$ cat src/rtl/seq_hunt_pkg.sv
// Shared types and reset defaults for the serial pattern hunt controller.
package seq_hunt_pkg;

   typedef enum logic [1:0] {
      IDLE = 2'd0,
      HUNT = 2'd1,
      DONE = 2'd2,
      TMO  = 2'd3
   } state_t;

   localparam logic [3:0] RST_PATTERN = 4'b1010;
   localparam logic       RST_OVERLAP = 1'b0;
   localparam int         RST_TARGET  = 1;
   localparam int         RST_TIMEOUT = 0;

endpackage

$ cat src/rtl/seq_match_core.sv
// Serial pattern matcher: history shift register, fill count and window compare.
module seq_match_core #(
   parameter int PAT_W = 4
) (
   input  logic             clk,
   input  logic             rst,
   input  logic             en,
   input  logic             i,
   input  logic             i_valid,
   input  logic             clr,
   input  logic [PAT_W-1:0] pattern,
   input  logic             overlap,
   output logic             match
);

   localparam int FILL_W = $clog2(PAT_W);
   localparam logic [FILL_W-1:0] FILL_MAX = FILL_W'(PAT_W - 1);

   logic [PAT_W-2:0]  history;
   logic [FILL_W-1:0] fill;
   logic [PAT_W-1:0]  window;

   assign window = {history, i};
   assign match  = en && i_valid && (fill == FILL_MAX) && (window == pattern);

   always_ff @(posedge clk or posedge rst) begin
      if (rst) begin
         history <= '0;
         fill    <= '0;
      end else if (clr) begin
         history <= '0;
         fill    <= '0;
      end else if (en && i_valid) begin
         history <= window[PAT_W-2:0];
         // Non-overlap restart: the next match needs a full set of fresh bits.
         if (match && !overlap)
            fill <= '0;
         else if (fill != FILL_MAX)
            fill <= fill + FILL_W'(1);
      end
   end

endmodule

$ cat src/rtl/seq_hunt_ctrl.sv
// Run control around seq_match_core: config registers, match counting,
// inter-match timeout and run status.
//
//   state | meaning
//   IDLE  | no run yet, or last run aborted
//   HUNT  | run in progress, matching serial bits
//   DONE  | target match count reached
//   TMO   | too long between matches
module seq_hunt_ctrl
   import seq_hunt_pkg::*;
#(
   parameter int PAT_W = 4,
   parameter int CNT_W = 8,
   parameter int TO_W  = 16
) (
   input  logic             clk,
   input  logic             rst,
   input  logic             cfg_we,
   input  logic [PAT_W-1:0] cfg_pattern,
   input  logic             cfg_overlap,
   input  logic [CNT_W-1:0] cfg_target,
   input  logic [TO_W-1:0]  cfg_timeout,
   input  logic             start,
   input  logic             abort,
   input  logic             i,
   input  logic             i_valid,
   output logic             y,
   output logic             busy,
   output logic             done,
   output logic             timeout,
   output logic [CNT_W-1:0] match_cnt
);

   state_t           state, state_nx;
   logic [PAT_W-1:0] pattern_r;
   logic             overlap_r;
   logic [CNT_W-1:0] target_r;
   logic [TO_W-1:0]  timeout_r;
   logic [TO_W-1:0]  tmr, tmr_load;
   logic [CNT_W-1:0] cnt_inc;
   logic             hunt, start_run, match_raw, hit_target, tmr_tc;

   assign hunt       = (state == HUNT);
   assign start_run  = start && !hunt;
   assign y          = match_raw && !abort;
   assign cnt_inc    = match_cnt + CNT_W'(1);
   assign hit_target = (target_r != '0) && (cnt_inc == target_r);
   assign tmr_tc     = (timeout_r != '0) && (tmr == '0);
   // A timeout written together with start must govern this run from its first cycle.
   assign tmr_load   = ((start_run && cfg_we) ? cfg_timeout : timeout_r) - TO_W'(1);

   assign busy    = hunt;
   assign done    = (state == DONE);
   assign timeout = (state == TMO);

   seq_match_core #(.PAT_W(PAT_W)) u_core (
      .clk     (clk),
      .rst     (rst),
      .en      (hunt),
      .i       (i),
      .i_valid (i_valid),
      .clr     (start_run),
      .pattern (pattern_r),
      .overlap (overlap_r),
      .match   (match_raw)
   );

   always_ff @(posedge clk or posedge rst) begin
      if (rst) begin
         pattern_r <= PAT_W'(RST_PATTERN);
         overlap_r <= RST_OVERLAP;
         target_r  <= CNT_W'(RST_TARGET);
         timeout_r <= TO_W'(RST_TIMEOUT);
      end else if (cfg_we && !hunt) begin
         pattern_r <= cfg_pattern;
         overlap_r <= cfg_overlap;
         target_r  <= cfg_target;
         timeout_r <= cfg_timeout;
      end
   end

   always_ff @(posedge clk or posedge rst) begin
      if (rst) state <= IDLE;
      else     state <= state_nx;
   end

   always_comb begin
      state_nx = state;
      case (state)
         IDLE, DONE, TMO: if (start) state_nx = HUNT;
         HUNT: begin
            if (abort)       state_nx = IDLE;
            else if (y)      state_nx = hit_target ? DONE : HUNT;
            else if (tmr_tc) state_nx = TMO;
         end
         default: state_nx = IDLE;
      endcase
   end

   always_ff @(posedge clk or posedge rst) begin
      if (rst) begin
         match_cnt <= '0;
         tmr       <= '0;
      end else if (start_run) begin
         match_cnt <= '0;
         tmr       <= tmr_load;
      end else if (hunt && !abort) begin
         if (y) begin
            if (match_cnt != '1) match_cnt <= cnt_inc;
            tmr <= tmr_load;
         end else if (tmr != '0) begin
            tmr <= tmr - TO_W'(1);
         end
      end
   end

endmodule

$ cat config.mk
export PLATFORM = sky130hd
export DESIGN_NAME = seq_hunt_ctrl
export DESIGN_NICKNAME = d
export VERILOG_FILES = /design/src/rtl/seq_hunt_pkg.sv /design/src/rtl/seq_match_core.sv /design/src/rtl/seq_hunt_ctrl.sv
export SDC_FILE = /design/constraint.sdc
export NUM_CORES = 1
export LEC_CHECK = 0
export ABC_CLOCK_PERIOD_IN_PS = 5150
export CAP_MARGIN = 25
export CELL_PAD_IN_SITES_DETAIL_PLACEMENT = 1
export CELL_PAD_IN_SITES_GLOBAL_PLACEMENT = 2
export CORE_AREA = 2 2 109 111
export CTS_CLUSTER_DIAMETER = 80
export CTS_CLUSTER_SIZE = 12
export DETAILED_ROUTE_END_ITERATION = 10
export DIE_AREA = 0 0 111 113
export MAX_ROUTING_LAYER = met4
export PLACE_DENSITY_LB_ADDON = 0.12
export SYNTH_ARGS = -nofsm -noshare
export SYNTH_HDL_FRONTEND = slang
export SYNTH_SLANG_ARGS = --single-unit
$ cat constraint.sdc
create_clock -name clk -period 5.15 [get_ports clk]
set_clock_uncertainty 0.2 [all_clocks]
set_input_delay 1.03 -clock clk [delete_from_list [all_inputs] [get_ports clk]]
set_output_delay 1.03 -clock clk [all_outputs]
set_load 0.01 [all_outputs]
Word-level counts from Yosys, hierarchy flattened
Cells that the tools add are included.

storage, ports and cells
  flip-flop bits (word level) = 60
  output and inout bits = 12
  word-level logic and storage cells = 74

operators by class
  equality and inequality tests = 10
  add/sub/neg operators = 4
  mux-type cells = 21
  reductions and logical operators = 30

operator list
  kind                     count
  $mux W16                 5
  $mux W8                  4
  $reduce_bool A16 Y1      2
  $sub A16 B1 Y16 const B  2
  $mux W2                  9
  $logic_not A16 Y1        1
  $logic_and A1 B1 Y1      11
  $add A8 B1 Y8 const B    1
  $eq A8 B8 Y1             1
  $ne A8 B8 Y1 const B     1
  $reduce_bool A2 Y1       4
  $reduce_bool A8 Y1       1
  $eq A2 B2 Y1 const B     3
  $mux W3                  2
  $reduce_and A2 Y1        3
  $reduce_bool A3 Y1       2
  $eq A4 B4 Y1             1
  $ne A2 B2 Y1 const B     2
  $ne A4 B3 Y1 const B     1
  $pmux W2 S2              1
  $logic_not A1 Y1         3
  $reduce_and A3 Y1        1
  $reduce_or A3 Y1         1
  $add A2 B1 Y2 const B    1
  2 further kinds          2

Longest topological paths before layout
Gate-level depths: netlist (run 1).

  word-level depth = 9
  depth in mapped cells = 13

Modules after synthesis
A second synthesis (run 1) with hierarchy kept.

unflattened totals
  cells, all modules = 402
  area total of the unflattened synthesis = 3,886.2 um2

modules (own cells, without submodules)
  module          cells an instance  area each (um2)  sequential area each (um2)  instances
  seq_hunt_ctrl   370                3,587.2          1,380.1                     1
  seq_match_core  32                 299.0            125.1                       1

Worst setup path before layout (run 1)
OpenSTA, ideal clock, no wires.

  path type = input to register
  start point = input port start
  end point = register tmr[12]
  arrival time = 3.823 ns
  library setup time = 0.099 ns
  cell stages on the path = 11
  path buffers = 2
  path slack = 1.028 ns
  path through = nand3_1 clkbuf_1 buf_2 mux2i_1 ha_1 or3b_4 or4_4 or4_1 nand3_1 a21oi_1 a311oi_1

on the way
  longest elaborated chain between the ends = 7
  elaborated cells on any way between the ends = 10
  classes of those cells = add/sub: 1; mux: 4; reduce/logical: 5

RTL lines
  item                     RTL line              RTL
  start: declaration       seq_hunt_ctrl.sv:23   input logic start,
  $logic_and A1 B1 Y1 (*)  seq_hunt_ctrl.sv:44   assign start_run = start && !hunt;
  $logic_and A1 B1 Y1      seq_hunt_ctrl.sv:50   assign tmr_load = ((start_run && cfg_we) ? cfg_timeout : timeout_r) - TO_W'(1);
  $mux W16                 seq_hunt_ctrl.sv:50
  $sub A16 B1 Y16          seq_hunt_ctrl.sv:50
  $mux W16                 seq_hunt_ctrl.sv:108  if (y) begin
  $mux W16                 seq_hunt_ctrl.sv:107  end else if (hunt && !abort) begin
  $mux W16                 seq_hunt_ctrl.sv:104  end else if (start_run) begin
  end signal: assignment   seq_hunt_ctrl.sv:106  tmr <= tmr_load;
  end signal: assignment   seq_hunt_ctrl.sv:110  tmr <= tmr_load;
  end signal: assignment   seq_hunt_ctrl.sv:112  tmr <= tmr - TO_W'(1);
  end: declaration         seq_hunt_ctrl.sv:39   logic [TO_W-1:0] tmr, tmr_load;

Every way passes the cells marked *; elsewhere a longest branch is shown, timed or not. The select of a mux whose other input is x is not followed.
A chain may end at the register's enable or synchronous reset.

Final worst setup path (run 1)
  start point = input port i_valid
  end point = output port y

on the way
  longest elaborated chain between the ends = 4

RTL lines
  item                               RTL line              RTL
  start: declaration                 seq_hunt_ctrl.sv:26   input logic i_valid,
  $logic_and A1 B1 Y1 (3 in series)  seq_match_core.sv:24  assign match = en && i_valid && (fill == FILL_MAX) && (window == pattern);
  $logic_and A1 B1 Y1                seq_hunt_ctrl.sv:45   assign y = match_raw && !abort;
  end: declaration                   seq_hunt_ctrl.sv:27   output logic y,

Every way passes these cells.

==> flow_metrics.py, run 1 <==
metrics = {
    "run_status": {
        "outcome": "finished, final reports clean",
    },
    "run": {
        "maxCapViolCount": 0,
    },
    "detailed_routing": {
        "drt-initial-drc-count": 142,
        "wire_per_inst_um": 18.4,
        "ant_nets": 0,
        "first_pass_iters": 6,
        "via_per_inst": 5.55,
        "drc_errors": 0,
        "wl_um": 11200,
        "via_count": 3355,
    },
    "cts": {
        "worstSkewPairLatency_ps": 330,
        "clockBufferDepth": 2,
        "cts_buffers": 9,
        "cts_max_level": 3,
        "root_buffer": "clkbuf_16",
        "hold_buffers": 0,
        "clock_sinks": 60,
        "cts-resized-gates": 0,
        "tritoncts": "built",
        "post_cts_buffers": 0,
        "clk_pin_slew_ps": 50,
    },
    "power_and_ir_drop": {
        "p_leak_nw": 1.84,
        "p_per_area_mw_per_mm2": 379,
        "peakVddDrop_mv": 0.144,
        "power_mw": 1.81,
    },
    "worst_setup_path": {
        "worst-setup-path-type": "in -> out",
        "cp_max_fo": 8,
        "r2r-start": "state[1]",
        "cp_slowest_cell": "clkdlybuf4s50_1",
        "arrival_ps": 3170,
        "reg2reg_setup_slack_ps": 1330,
        "cp-start-kind": "input pin",
        "endpoint_kind": "primary output",
        "reg2reg_to": "tmr[12]",
        "worstPathRequired_ps": 3920,
        "crit_top_cell": "clkdlybuf4s50_1",
        "rr_worst_depth": 10,
        "max_stage_delay_ps": 650,
        "crit_chain": "clkdlybuf4s50_1, and3b_1, nand4_1, nor3_1, clkdlybuf4s50_1",
    },
    "synth": {
        "synth-main-ff-cell": "dfrtp_1",
        "synth.avg_cell_area_um2": 9.44,
        "yosys_warnings": 0,
        "syn_inst": 409,
        "syn_area_mm2": 0.00386,
        "ys_seq_area_frac": 0.390,
        "synth_seq_cells": 60,
        "synth_fp_nets": 449,
        "ys_types": 63,
        "synth_edf_count": 0,
        "ys_async_sr_fraction": 1.00,
    },
    "sta": {
        "hold_viol": 0,
        "finalSetupViolCount": 0,
        "fmaxAchievable_mhz": 227,
        "slew_violations": 0,
        "rsz0062_at_grt": "no",
        "final.min_clock_period_ps": 4400,
        "slew_headroom": 0.435,
        "fin_crit_sh": 0.854,
        "setup_tns_ps": 0,
        "worst_hold_slack_ps": 307,
        "worst_pin_slew_ps": 846,
    },
    "placed_design": {
        "dpl.cell_count": 589,
        "dp_hpwl_um": 8370,
        "routabilityCongestion": 0.842,
        "place_area_mm2": 0.00449,
        "portBuffers": 47,
    },
    "floorplanning": {
        "core_mm2": 0.0113,
        "start_util": 0.343,
        "ios": 48,
        "die_h_um": 113,
        "die_x_um": 111,
        "rows": 39,
        "die_area_mm2": 0.0125,
    },
    "grt": {
        "grt_max_degree": 37,
        "grt_usage": 0.196,
        "grt-ovfl-total": 0,
        "grt_pass1_wl_um": 19200,
        "grt_pass1_vias": 3671,
        "antenna_found_initial": 0,
    },
    "cells_and_area": {
        "final_common_cell": "dfrtp_1",
        "drive_gt1_frac": 0.152,
        "fill_cells": 1264,
        "antenna_cells": 0,
        "fin_nets": 497,
        "area_growth_pct": 23.6,
        "multi_input_area_mm2": 0.00225,
        "final_cells": 605,
        "fin_area_mm2": 0.00477,
        "final_cell_mix": "dfrtp_1 (57), clkdlybuf4s50_1 (47), nor2_1 (41), mux2_2 (29), o21ai_0 (28)",
        "regArea_mm2": 0.00151,
    },
    "min_path": {
        "holdPathEnd": "timeout_r[15]",
        "whs_path_depth": 1,
        "min_path_type": "reg -> reg",
        "hp-start": "timeout_r[15]",
    },
}
-- routing by layer --
layer	vias to the layer above	GRT usage	routed length [um]
met2	55	0.287	4830
met3	13	0.0364	366
met1	1663	0.277	5820
met4	0	0.0583	139
li1	1624	-	-
met5	-	-	0
-- worst max path at each step --
stage	startpoint	to	slack, ps	depth (start not counted)
finish	i_valid	y	750	5
global route	start	tmr[12]	550	10
CTS	i_valid	y	800	5
detailed placement	start	tmr[12]	520	10
global placement	start	tmr[12]	650	10
floorplan	start	tmr[12]	1030	11
-- report_power, final --
group | total, mW | switching (mW) | internal (mW)
Combinational | 0.501 | 0.256 | 0.245
Sequential | 0.742 | 0.143 | 0.599
Clock | 0.563 | 0.212 | 0.351
Total | 1.81 | 0.611 | 1.20
-- through the flow --
| step | utilization | setup WS (ps) |
|---|---|---|
| finish | 0.423 | 753 |
| global route | 0.423 | 552 |
| CTS | 0.423 | 800 |
| detailed placement | 0.399 | 524 |
| global placement | 0.399 | 650 |
| floorplan | - | 1030 |
-- state kept, by name, indices dropped and copies added (netlist names) --
name / count
u_core.fill: 2
match_cnt: 8
overlap_r: 1
timeout_r: 16
tmr: 16
u_core.history: 3
target_r: 8
state: 2
pattern_r: 4
-- critical path, delay by kind of cell --
family / cells / cell delay (ps)
AND/OR/NAND/NOR: 3 / 1040
buffers and inverters: 2 / 1100
-- cells in the mapped netlist, types with 5 or more instances --
cell      number  area, um2
or3_1         11       68.8
mux2i_1       15        150
nand3_1       21        105
a31oi_1        5       31.3
inv_1         10       37.5
o21ai_0       28        140
mux2_2        29        327
dfrtp_1       57       1430
xnor2_1       16        140
nand4_1        7       43.8
clkbuf_1      15       56.3
xor2_1        16        140
a21oi_1       12       60.1
or4_1          7       52.6
nor2_1        41        154
nor3_1        15       75.1
nand2_1       22       82.6
-- layout make-up --
| cell class | instances | area share |
|---|---|---|
| Multi-Input combinational cell | 322 | 0.472 |
| Sequential cell | 60 | 0.315 |
| Timing Repair Buffer | 54 | 0.110 |
| Clock buffer | 14 | 0.0553 |
| Tap cell | 143 | 0.0375 |
| Inverter | 10 | 0.00787 |
| Clock inverter | 2 | 0.00262 |
-- logic make-up after synthesis --
logic type	Yosys count	synth area share
compound gates	86	0.155
fa+ha+maj	4	0.0130
xor+xnor	32	0.0726
flops	60	0.390
mux	45	0.127
simple gates	155	0.215
buf+inv	27	0.0275
Power figures use the tool's default switching activity.
==> run 2, diff against run 1 <==
Settings changed: SYNTH_HIERARCHICAL set to 1.
==> run 2 against run 1 <==
Sequential cell count stayed put. Sequential share of layout area is 0.18 points lower. Core utilization is 0.24 points higher. Wire length is 2.4% lower. Global-route usage is 0.82 points lower. Non-clock buffer count is 3 lower. Critical endpoint unchanged.
==> flow_metrics.py, run 2 <==
metrics = {
    "run_status": {
        "outcome": "finished, final reports clean",
    },
    "sta": {
        "rsz0062_at_grt": "no",
        "finalSetupViolCount": 0,
        "fin_crit_sh": 0.808,
        "fmaxAchievable_mhz": 240,
        "slew_violations": 0,
        "timing.final.ws_setup_ps": 986,
        "setup_tns_ps": 0,
        "slew_headroom": 0.456,
        "worst_pin_slew_ps": 815,
        "final.min_clock_period_ps": 4160,
        "hold_viol": 0,
        "worst_hold_slack_ps": 302,
    },
    "cts": {
        "hold_buffers": 0,
        "clockBufferDepth": 2,
        "clock_sinks": 60,
        "root_buffer": "clkbuf_16",
        "cts_buffers": 9,
        "post_cts_buffers": 0,
        "cts-resized-gates": 0,
        "clk_pin_slew_ps": 60,
        "tritoncts": "built",
        "worstSkewPairLatency_ps": 330,
        "cts_max_level": 3,
    },
    "cells_and_area": {
        "area_growth_pct": 23.5,
        "final_cell_mix": "dfrtp_1 (57), clkdlybuf4s50_1 (47), nand2_1 (30), nor2_1 (29), nand3_1 (20)",
        "fin_nets": 490,
        "antenna_cells": 0,
        "biggestRegsByFlops": "timeout_r (16), tmr (16)",
        "drive_gt1_frac": 0.145,
        "final_common_cell": "dfrtp_1",
        "final_cells": 598,
        "fin_area_mm2": 0.00480,
    },
    "grt": {
        "grt_max_degree": 36,
        "grt-ovfl-total": 0,
        "antenna_found_initial": 0,
        "busiest_layer": "met2",
        "grt_pass1_wl_um": 18300,
        "grt_pass1_vias": 3484,
        "use_met2": 0.310,
        "grt_usage": 0.188,
        "grtUsageMet3": 0.0236,
        "globalRouteMet1Util": 0.236,
    },
    "synth": {
        "synth_fp_nets": 442,
        "synth-main-ff-cell": "dfrtp_1",
        "synth.most_common_cell": "dfrtp_1",
        "synth_top_area_frac": 0.367,
        "synth_edf_count": 0,
        "yosys_warnings": 6,
        "synthTopCellsByCount": "dfrtp_1 (57), nand2_1 (30), nor2_1 (29), nand3_1 (20)",
        "synth.area.top_cells": "dfrtp_1 (37%), mux2_2 (5.5%), xnor2_1 (4.3%), mux2i_1 (3.6%), mux2_1 (3.2%)",
        "synth_seq_cells": 60,
        "ys_types": 73,
        "synth.avg_cell_area_um2": 9.67,
        "syn_area_mm2": 0.00389,
        "ys_seq_area_frac": 0.387,
        "synthDominantAreaCellType": "dfrtp_1",
        "syn_inst": 402,
        "ys_async_sr_fraction": 1.00,
    },
    "floorplanning": {
        "die_x_um": 111,
        "die_area_mm2": 0.0125,
        "core_mm2": 0.0113,
        "start_util": 0.345,
        "die_h_um": 113,
        "ios": 48,
        "rows": 39,
    },
    "worst_setup_path": {
        "cp_slowest_cell": "clkdlybuf4s50_1",
        "endpoint_kind": "primary output",
        "cp-start-kind": "input pin",
        "cp_max_fo": 4,
        "worst-path-buf-inv": 3,
        "crit_top_cell": "clkdlybuf4s50_1",
        "worst-setup-path-type": "in -> out",
        "worstPathRequired_ps": 3920,
        "critPathTopFamily": "buffers and inverters",
        "arrival_ps": 2930,
        "max_stage_delay_ps": 540,
        "crit_chain": "clkdlybuf4s50_1, xnor2_1, nand4_1, nor2_1, nand2b_1, inv_2, clkdlybuf4s50_1",
    },
    "placed_design": {
        "portBuffers": 47,
        "dp_hpwl_um": 8180,
        "dp_worst_setup_slack_ps": 949,
        "dpl.cell_count": 582,
        "place_area_mm2": 0.00450,
        "routabilityCongestion": 0.833,
    },
    "detailed_routing": {
        "via_count": 3275,
        "wl_um": 10900,
        "drc_errors": 0,
        "drt-initial-drc-count": 135,
        "via_per_inst": 5.48,
        "wire_per_inst_um": 18.2,
        "ant_nets": 0,
        "first_pass_iters": 4,
    },
    "power_and_ir_drop": {
        "p_leak_nw": 1.81,
        "p_per_area_mw_per_mm2": 390,
        "peakVddDrop_mv": 0.155,
    },
    "run": {
        "maxCapViolCount": 0,
    },
    "min_path": {
        "min_path_type": "reg -> reg",
    },
}
[run 2: cell count changes in the layout (fill, tap and decap cells not counted), moves of 5 or more]
cell     previous run  this run
nand2_1            22        30
a21oi_1            12        17
mux2_2             29        19
mux2_1              0        11
or3_1              11         5
nor2_1             41        29
o21ai_0            28        10
o21ai_1             0        14
xor2_1             16        10
[run 2: final cells by class]
| class | instances | area (um2) |
|---|---|---|
| Fill cell | 1273 | 6470 |
| Multi-Input combinational cell | 316 | 2270 |
| Tap cell | 143 | 179 |
| Clock inverter | 7 | 75.1 |
| Inverter | 12 | 45.0 |
| Sequential cell | 60 | 1510 |
| Clock buffer | 9 | 225 |
| Timing Repair Buffer | 51 | 500 |
[run 2: routing by layer]
metal,up-vias,wire [um]
li1,1597,-
met1,1618,5170
met2,45,5280
met3,15,252
met4,0,174
met5,-,0
[run 2: power breakdown]
part           total, mW  switching [mW]  internal (mW)
combinational      0.510           0.263          0.247
clock              0.607           0.231          0.376
sequential         0.752           0.149          0.603
[run 2: logic make-up after synthesis]
family	after synthesis	share of synthesized area
and+or+nand+nor	154	0.227
AOI/OAI and AO/OA	82	0.140
DFF	60	0.387
muxes	47	0.138
xor gates and xnor gates	29	0.0654
buffers and inverters	26	0.0290
adders and majority gates	4	0.0129
[run 2: worst paths after layout]
path                       startpoint                end  slack (ps)  cells after the start
min in group asynchronous         rst  u_core/history[1]         740                      2
hold / removal              overlap_r          overlap_r         300                      1
setup reg to reg             state[1]            tmr[12]        1820                      8
hold reg to reg             overlap_r          overlap_r         300                      1
setup / recovery                    i                  y         990                      7
max in group asynchronous         rst             tmr[8]        2930                      3
[run 2: metrics by stage]
step,util,power (mW)
floorplan,-,1.10
global placement,0.399,1.25
detailed placement,0.399,1.27
CTS,0.426,1.89
global route,0.426,1.99
finish,0.426,1.87
